$ cat config.mk
export PLATFORM = sky130hd
export DESIGN_NAME = core_boot_ctrl
export DESIGN_NICKNAME = d
export VERILOG_FILES = /design/src/rtl/core_boot_pkg.sv /design/src/rtl/core_boot_ctrl_sat_counter.sv /design/src/rtl/core_boot_ctrl.sv
export SDC_FILE = /design/constraint.sdc
export NUM_CORES = 1
export LEC_CHECK = 0
export ABC_AREA = 1
export CAP_MARGIN = 20
export CORE_UTILIZATION = 30
export CTS_CLUSTER_DIAMETER = 150
export DETAILED_ROUTE_END_ITERATION = 10
export PLACE_DENSITY_LB_ADDON = 0.05
export SYNTH_ARGS = -nofsm -noshare
export SYNTH_HDL_FRONTEND = slang
export SYNTH_SLANG_ARGS = --single-unit
$ cat constraint.sdc
create_clock -name clk -period 3 [get_ports clk]
set_input_delay 0.75 -clock clk [delete_from_list [all_inputs] [get_ports clk]]
set_output_delay 0.75 -clock clk [all_outputs]
set_load 0.01 [all_outputs]
$ cat src/rtl/core_boot_pkg.sv
// Shared types and constants for the core boot/configuration sequencer.
package core_boot_pkg;

  typedef enum logic [1:0] {
    CFG  = 2'd0,
    HOLD = 2'd1,
    RUN  = 2'd2
  } state_e;

  localparam logic [2:0] ADDR_BOOT    = 3'd0;
  localparam logic [2:0] ADDR_MTVEC   = 3'd1;
  localparam logic [2:0] ADDR_DM_HALT = 3'd2;
  localparam logic [2:0] ADDR_DM_EXC  = 3'd3;
  localparam logic [2:0] ADDR_HART_ID = 3'd4;
  localparam logic [2:0] ADDR_CTRL    = 3'd5;

  localparam int CTRL_START   = 0;
  localparam int CTRL_CLK_EN  = 1;
  localparam int CTRL_SCAN_CG = 2;

  localparam logic [31:0] BOOT_ALIGN_MASK  = 32'hFFFF_FFFC;
  localparam logic [31:0] MTVEC_ALIGN_MASK = 32'hFFFF_FF00;

  // Addresses 0..4 hold core address/ID shadows, writable only while the core is parked.
  function automatic logic is_addr_reg(input logic [2:0] addr);
    return addr <= ADDR_HART_ID;
  endfunction

endpackage

$ cat src/rtl/core_boot_ctrl_sat_counter.sv
// 32-bit saturating up-counter with synchronous clear and count enable.
module sat_counter (
  input  logic        clk,
  input  logic        rst_n,
  input  logic        clr,
  input  logic        en,
  output logic [31:0] count
);

  logic [31:0] count_q;

  // NOTE: sequential state uses non-blocking assignments so every flop samples pre-edge values.
  always_ff @(posedge clk or negedge rst_n) begin
    if (!rst_n) begin
      count_q <= '0;
    end else if (clr) begin
      count_q <= '0;
    end else if (en && (count_q != 32'hFFFF_FFFF)) begin
      count_q <= count_q + 32'd1;
    end
  end

  assign count = count_q;

endmodule

$ cat src/rtl/core_boot_ctrl.sv
// Boot sequencer: shadows core config inputs, sequences reset release and fetch enable.
module core_boot_ctrl
  import core_boot_pkg::*;
#(
  parameter int          RST_HOLD_CYCLES = 8,
  parameter logic [31:0] BOOT_ADDR_RST   = 32'h0000_0080,
  parameter logic [31:0] MTVEC_RST       = 32'h0000_0000,
  parameter logic [31:0] HART_ID_RST     = 32'h0
) (
  input  logic        clk,
  input  logic        rst_n,
  input  logic        cfg_valid_i,
  output logic        cfg_ready_o,
  input  logic [2:0]  cfg_addr_i,
  input  logic [31:0] cfg_wdata_i,
  output logic        cfg_err_o,
  output logic        core_rst_no,
  output logic        fetch_enable_o,
  output logic        pulp_clock_en_o,
  output logic        scan_cg_en_o,
  output logic [31:0] boot_addr_o,
  output logic [31:0] mtvec_addr_o,
  output logic [31:0] dm_halt_addr_o,
  output logic [31:0] dm_exception_addr_o,
  output logic [31:0] hart_id_o,
  input  logic        core_sleep_i,
  output logic [31:0] sleep_cycles_o,
  output logic [1:0]  state_o
);

  state_e     state, state_next;
  logic [7:0] hold_cnt;
  logic       xfer, ctrl_wr, start_acc, stop_acc, hold_done, reg_wr, drop;

  assign xfer      = cfg_valid_i && cfg_ready_o;
  assign ctrl_wr   = xfer && (cfg_addr_i == ADDR_CTRL);
  assign start_acc = ctrl_wr && cfg_wdata_i[CTRL_START] && (state == CFG);
  assign stop_acc  = ctrl_wr && !cfg_wdata_i[CTRL_START] && (state == RUN);
  assign hold_done = (state == HOLD) && (hold_cnt == 8'(RST_HOLD_CYCLES - 1));
  assign reg_wr    = xfer && (state == CFG) && is_addr_reg(cfg_addr_i);
  assign drop      = xfer && ((cfg_addr_i > ADDR_CTRL) ||
                              ((state == RUN) && is_addr_reg(cfg_addr_i)));

  always_ff @(posedge clk or negedge rst_n) begin
    if (!rst_n) state <= CFG;
    else        state <= state_next;
  end

  // NOTE: defaulting state_next first keeps this block from inferring a latch.
  always_comb begin
    state_next = state;
    unique case (state)
      CFG:     if (start_acc) state_next = HOLD;
      HOLD:    if (hold_done) state_next = RUN;
      RUN:     if (stop_acc)  state_next = CFG;
      default: state_next = CFG;
    endcase
  end

  // Decoded from the state flop only, so no input reaches these outputs combinationally.
  always_comb begin
    cfg_ready_o = (state != HOLD);
    core_rst_no = (state == RUN);
  end

  assign state_o = state;

  always_ff @(posedge clk or negedge rst_n) begin
    if (!rst_n) begin
      hold_cnt            <= '0;
      fetch_enable_o      <= 1'b0;
      cfg_err_o           <= 1'b0;
      pulp_clock_en_o     <= 1'b0;
      scan_cg_en_o        <= 1'b0;
      boot_addr_o         <= BOOT_ADDR_RST;
      mtvec_addr_o        <= MTVEC_RST;
      dm_halt_addr_o      <= '0;
      dm_exception_addr_o <= '0;
      hart_id_o           <= HART_ID_RST;
    end else begin
      if (start_acc)            hold_cnt <= '0;
      else if (state == HOLD)   hold_cnt <= hold_cnt + 8'd1;

      // Follows core_rst_no by one stage but drops together with it on a stop.
      fetch_enable_o <= (state_next == RUN) && core_rst_no;
      cfg_err_o      <= drop;

      if (ctrl_wr) begin
        pulp_clock_en_o <= cfg_wdata_i[CTRL_CLK_EN];
        scan_cg_en_o    <= cfg_wdata_i[CTRL_SCAN_CG];
      end

      if (reg_wr) begin
        unique case (cfg_addr_i)
          ADDR_BOOT:    boot_addr_o         <= cfg_wdata_i & BOOT_ALIGN_MASK;
          ADDR_MTVEC:   mtvec_addr_o        <= cfg_wdata_i & MTVEC_ALIGN_MASK;
          ADDR_DM_HALT: dm_halt_addr_o      <= cfg_wdata_i;
          ADDR_DM_EXC:  dm_exception_addr_o <= cfg_wdata_i;
          default:      hart_id_o           <= cfg_wdata_i;
        endcase
      end
    end
  end

  sat_counter u_sleep_cnt (
    .clk   (clk),
    .rst_n (rst_n),
    .clr   (start_acc),
    .en    ((state == RUN) && core_sleep_i),
    .count (sleep_cycles_o)
  );

endmodule
; Word level (Yosys, flattened, before mapping)
; Cells that the tools add are included.
[word_totals]
regBits = 196
latch_bits = 0
ram_bits = 0
mem_bits_ro = 0
n_memories = 0
[op_classes]
add_sub_neg = 2
multipliers = 0
div_mod_pow = 0
magnitude_cmp = 2
eq_ne = 10
shifts = 0
mux = 8
n_bitwise = 1
n_reduce_logical = 26
[op_table]
columns = cell, count
row1 = 32-bit two-way mux, 2
row2 = "32-bit by 1-bit adder with 32-bit output, second input constant", 1
row3 = "32-bit != test, second input constant", 1
row4 = 8-bit two-way mux, 2
row5 = 1-bit logical AND, 14
row6 = 2-bit AND reduction, 5
row7 = "8-bit by 1-bit adder with 8-bit output, second input constant", 1
row8 = "8-bit by 3-bit == test with 1-bit output, second input constant", 1
row9 = "3-bit by 2-bit == test with 1-bit output, second input constant", 2
row10 = 2-bit two-way mux, 3
row11 = 2-bit case mux with 3 select lines, 1
row12 = "2-bit == test, second input constant", 2
row13 = 2-bit nonzero test, 2
row14 = 4-bit OR reduction, 1
row15 = "3-bit by 1-bit == test with 1-bit output, second input constant", 1
row16 = "3-bit == test, second input constant", 1
row17 = "3-bit > comparator, second input constant", 1
row18 = "3-bit <= comparator, second input constant", 1
row19 = 3-bit zero test, 1
row20 = "2-bit by 1-bit == test with 1-bit output, second input constant", 1
row21 = 2-bit zero test, 1
row22 = "2-bit by 1-bit != test with 1-bit output, second input constant", 1
row23 = 1-bit zero test, 1
row24 = 1-bit logical OR, 1
row25 = 1-bit NOT, 1

; Longest topological paths before layout
[depth]
ltp_word = 9
depth_mapped = 13

; Cells and area by module
; A second synthesis with hierarchy kept.
[hier_totals]
hier_cells = 983
hier_area_um2 = 8688.3
[by_module_without_submodules]
columns = mod, instances, cells_each, area_per_inst_um2, seq_area_each_um2
row1 = core_boot_ctrl, 1, 638, 6444.9, 4105.2
row2 = sat_counter, 1, 345, 2243.4, 800.8

; Worst setup path before layout
; OpenSTA, ideal clock, no wires.
[synth_timing]
path_type = input-to-reg
from = input port cfg_addr_i[2]
to = register u_sleep_cnt.count_q[1] (netlist: u_sleep_cnt.count[1])
setup_time_ns = 0.117
arrival_time_ns = 1.778
path_slack_ns = 1.105
stages = 9
path_cell_list = inv_2 -> nor3_1 -> nand3_1 -> nand2_4 -> clkinv_2 -> buf_8 -> buf_12 -> nand2_1 -> nand2_1
[synth_between]
elab_chain_cells = 5
[synth_rtl]
columns = item, line_no
row1 = from (decl), core_boot_ctrl.sv:14  ; input logic [2:0] cfg_addr_i,
row2 = 3-bit == test (*), core_boot_ctrl.sv:36  ; assign ctrl_wr = xfer && (cfg_addr_i == ADDR_CTRL);
row3 = 1-bit logical AND (*), core_boot_ctrl.sv:36
row4 = 1-bit logical AND (*) (2 in series), core_boot_ctrl.sv:37  ; assign start_acc = ctrl_wr && cfg_wdata_i[CTRL_START] && (state == CFG);
row5 = 32-bit two-way mux or 2-bit nonzero test (tied branches), --
row6 = to (signal assigned), core_boot_ctrl_sat_counter.sv:19  ; count_q <= count_q + 32'd1;
row7 = to (decl), core_boot_ctrl_sat_counter.sv:10  ; logic [31:0] count_q;
; Mark *: on every way between the ends. The rest lies on a longest branch, timed or not.
; A chain may end at the register's enable or synchronous reset.

; Worst setup path in the final report
[layout_timing]
from = register state[0] (netlist: state_o[0])
to = output port core_rst_no
[layout_between]
elab_chain_cells = 1
[layout_rtl]
columns = item, line_no
row1 = from (decl), core_boot_ctrl.sv:31  ; state_e state, state_next;
row2 = from (signal assigned), core_boot_ctrl.sv:46  ; else state <= state_next;
row3 = 2-bit == test, core_boot_ctrl.sv:63  ; core_rst_no = (state == RUN);
row4 = to (decl), core_boot_ctrl.sv:17  ; output logic core_rst_no,
; Every way passes these cells.

==> results.json <==
{
  "critPathMostFrequentCell": "inv_1",
  "end_kind": "output pin",
  "fin_util_pct": 43.0,
  "cts_setup_buffers": 0,
  "fin_worst_skew_ns": 0.0155,
  "slowest_stage": "clkdlybuf4s50_1",
  "cp.required_ns": 2.25,
  "arrival_ns": 1.77,
  "ant_nets": 0,
  "synth.top_cell.area_share_pct": 58.6,
  "post_synth.cell_area_avg_um2": 8.70,
  "final-hold-violation-count": 0,
  "place_area_um2": 11000,
  "diodes": 0,
  "die_area_um2": 28400,
  "finalNonFillerCells": 1570,
  "synth_area_um2": 8330,
  "synth_edf_count": 0,
  "cts_tree": "yes",
  "synthDistinctLibCells": 33,
  "track_usage_pct": 18.2,
  "crit_path_start_kind": "flip-flop",
  "h-tree-depth": 4,
  "initialDrtViolationCount": 373,
  "worst_pin_slew_ns": 0.596,
  "root_buffer": "clkbuf_16",
  "synth_area_leaders": "dfrtp_1 (59%), nand2_1 (14%), o21ai_0 (8.2%)",
  "overflow": 0,
  "post-place-cells": 1538,
  "drive_gt1_share_pct": 6.43,
  "first_pass_iters": 5,
  "fin_crit_sh_pct": 83.8,
  "power_mw": 10.8,
  "synth.largest_area_cell": "dfrtp_1",
  "viasPerCell": 4.41,
  "port_buffers": 228,
  "nFillCells": 2773,
  "ys.flop_type": "dfrtp_1",
  "clk_latency_ns": 0.44,
  "path_buf_inv": 3,
  "numCtsBuffers": 17,
  "start_util_pct": 30.7,
  "grt_pass1_wl_um": 39800,
  "async_reset_ff_share_pct": 100,
  "fp-row-count": 60,
  "synth_warnings": 0,
  "yosysSeqAreaShare_pct": 58.9,
  "clkTransAtPathRegs_ns": 0.09,
  "dp_slack_ns": 0.174,
  "vias": 6923,
  "die_y_um": 169,
  "clkPwrFrac_pct": 21.8,
  "dp_hpwl_um": 17600,
  "clock_path_buffers": 2,
  "hp-class": "in -> async",
  "period_needed_ns": 2.52,
  "drv_slew": 0,
  "synthCells": 957,
  "power_frac_seq_pct": 40.7,
  "nets": 1226,
  "grt_pass1_vias": 6858,
  "swShare_pct": 34.1,
  "setup_viol": 0,
  "gp_congestion": 0.850,
  "antenna_found_initial": 0,
  "power_frac_comb_pct": 37.5,
  "slew_headroom_pct": 60.2,
  "p_leak_nw": 5.43,
  "drc": 0,
  "cts.sinks": 196,
  "cap_violations": 0,
  "grt_max_degree": 70,
  "status": "complete, no violations",
  "post_drt_wl_per_cell_um": 15.9,
  "ys_seq_elements": 196,
  "pin_count": 239,
  "switchingPower_mw": 3.67,
  "power_density_nw_per_um2": 924,
  "p_int_mw": 7.09,
  "cp_max_fo": 5,
  "wirelength_um": 24900,
  "critPathKind": "reg -> out",
  "cp_slowest_stage_delay_ns": 0.59,
  "max_freq_ghz": 0.398,
  "rsz0062_at_grt": "no",
  "hold_ws_ns": 0.318,
  "cp_cell_sequence": "inv_1, nand2_1, inv_1, clkdlybuf4s50_1",
  "area_growth_pct": 39.9,
  "die_w_um": 169,
  "cts_resized": 0,
  "worst_slack_ns": 0.485,
  "vdd_drop_max_uv": 439,
  "final_area_um2": 11700,
  "core_area_um2": 27100,
  "path_delay_family": "buffers and inverters",
  "hold_buffers": 0,
  "setup_tns_ns": 0
}
## power groups by stage
stage,clock [mW],combinational [mW],sequential [mW]
floorplan,0,0.999,4.82
global placement,0,4.10,4.41
detailed placement,0,4.11,4.42
CTS,2.43,4.13,4.39
global route,2.53,4.44,4.53
finish,2.35,4.04,4.38
## placed cells by master (no fill, tap or decap), drive strengths merged, types with 3 or more instances in the layout
cell	synthesis	layout
nand3	27	27
clkbuf	28	19
dfrtp	195	195
buf	19	19
nand2	327	327
a21oi	7	7
clkinv	3	9
o21ai	156	156
nor3	5	5
conb	1	10
clkdlybuf4s50	0	227
nand4	24	24
xor2	10	10
nor2	70	70
or2	3	3
inv	73	80
## Yosys cell counts, types with 2 or more instances
library cell and n:
o21ai_1 20, dfrtp_1 195, o21ai_0 136, clkbuf_1 28, nand4_1 24, nor2_2 2, inv_2 2, a21oi_1 7
nand2_2 10, or2_2 3, nand3_1 27, buf_4 10, nor3_1 4, nor4_1 2, nand2_1 313, nor2_8 2
nand2_4 4, ha_1 2, buf_2 4, o22ai_1 2, clkinv_1 2, inv_1 71, xor2_1 10, buf_1 3
nor2_1 66
## worst paths after layout
path                                             startpoint                                  end  slack, ns  depth (start not counted)
max reg2reg                u_sleep_cnt.count[0]$_DFFE_PN0P_    u_sleep_cnt.count[26]$_DFFE_PN0P_       0.77                         12
min in group clk                 boot_addr_o[2]$_DFFE_PN0P_           boot_addr_o[2]$_DFFE_PN0P_       0.49                          2
min reg2reg                      boot_addr_o[2]$_DFFE_PN0P_           boot_addr_o[2]$_DFFE_PN0P_       0.49                          2
min                                                   rst_n        dm_halt_addr_o[7]$_DFFE_PN0P_       0.32                          1
max in group asynchronous                             rst_n  dm_exception_addr_o[13]$_DFFE_PN0P_       1.96                          2
max                                    state_o[0]$_DFF_PN0_                          core_rst_no       0.48                          4
## worst register-to-register path, stage by stage (launching register included)
cell      delay, ns
dfrtp_1        0.53
ha_1           0.35
inv_2          0.10
nor2_8         0.16
nand2_4        0.09
nor2_8         0.15
nand2_4        0.08
nand2_4        0.07
nand2_4        0.09
clkinv_2       0.05
buf_4          0.34
nand2_1        0.10
nand2_1        0.08
## flip-flops by register name (all words and copies together), names as in the netlist
signal / flops
boot_addr_o: 30
dm_exception_addr_o: 32
u_sleep_cnt.count: 32
state_o: 2
mtvec_addr_o: 24
scan_cg_en_o: 1
dm_halt_addr_o: 32
fetch_enable_o: 1
hold_cnt: 8
cfg_err_o: 1
hart_id_o: 32
pulp_clock_en_o: 1
## metal layers
layer,vias to the layer above,part of all wire [%],wire length (um),GRT usage [%]
li1,3487,-,-,-
met1,3262,46,11500,23.8
met2,161,46,11600,29.5
met3,13,6.7,1670,5.54
met4,0,0.79,197,4.27
met5,-,0,0,0
## layout make-up
cell class                 count  area, um2  area share [%]
timing repair buffer         247       2470            21.2
tap                          372        465            3.99
inverter                      76        287            2.46
clock buffer                  18        429            3.68
multi-input combinational    647       2920            25.1
sequential                   196       4910            42.1
clock inverter                14        174            1.49
## logic make-up (layout without fill, tap and decap cells)
group	after synthesis	after routing	synth area share, %
buf+inv	123	355	6.40
xor+xnor	11	11	1.16
simple gates	459	459	23.3
compound gates	165	165	9.94
fa+ha+maj	2	2	0.300
other cells	1	10	0.0450
flops	196	196	58.9
No activity file was read; power rests on OpenSTA's default activity.
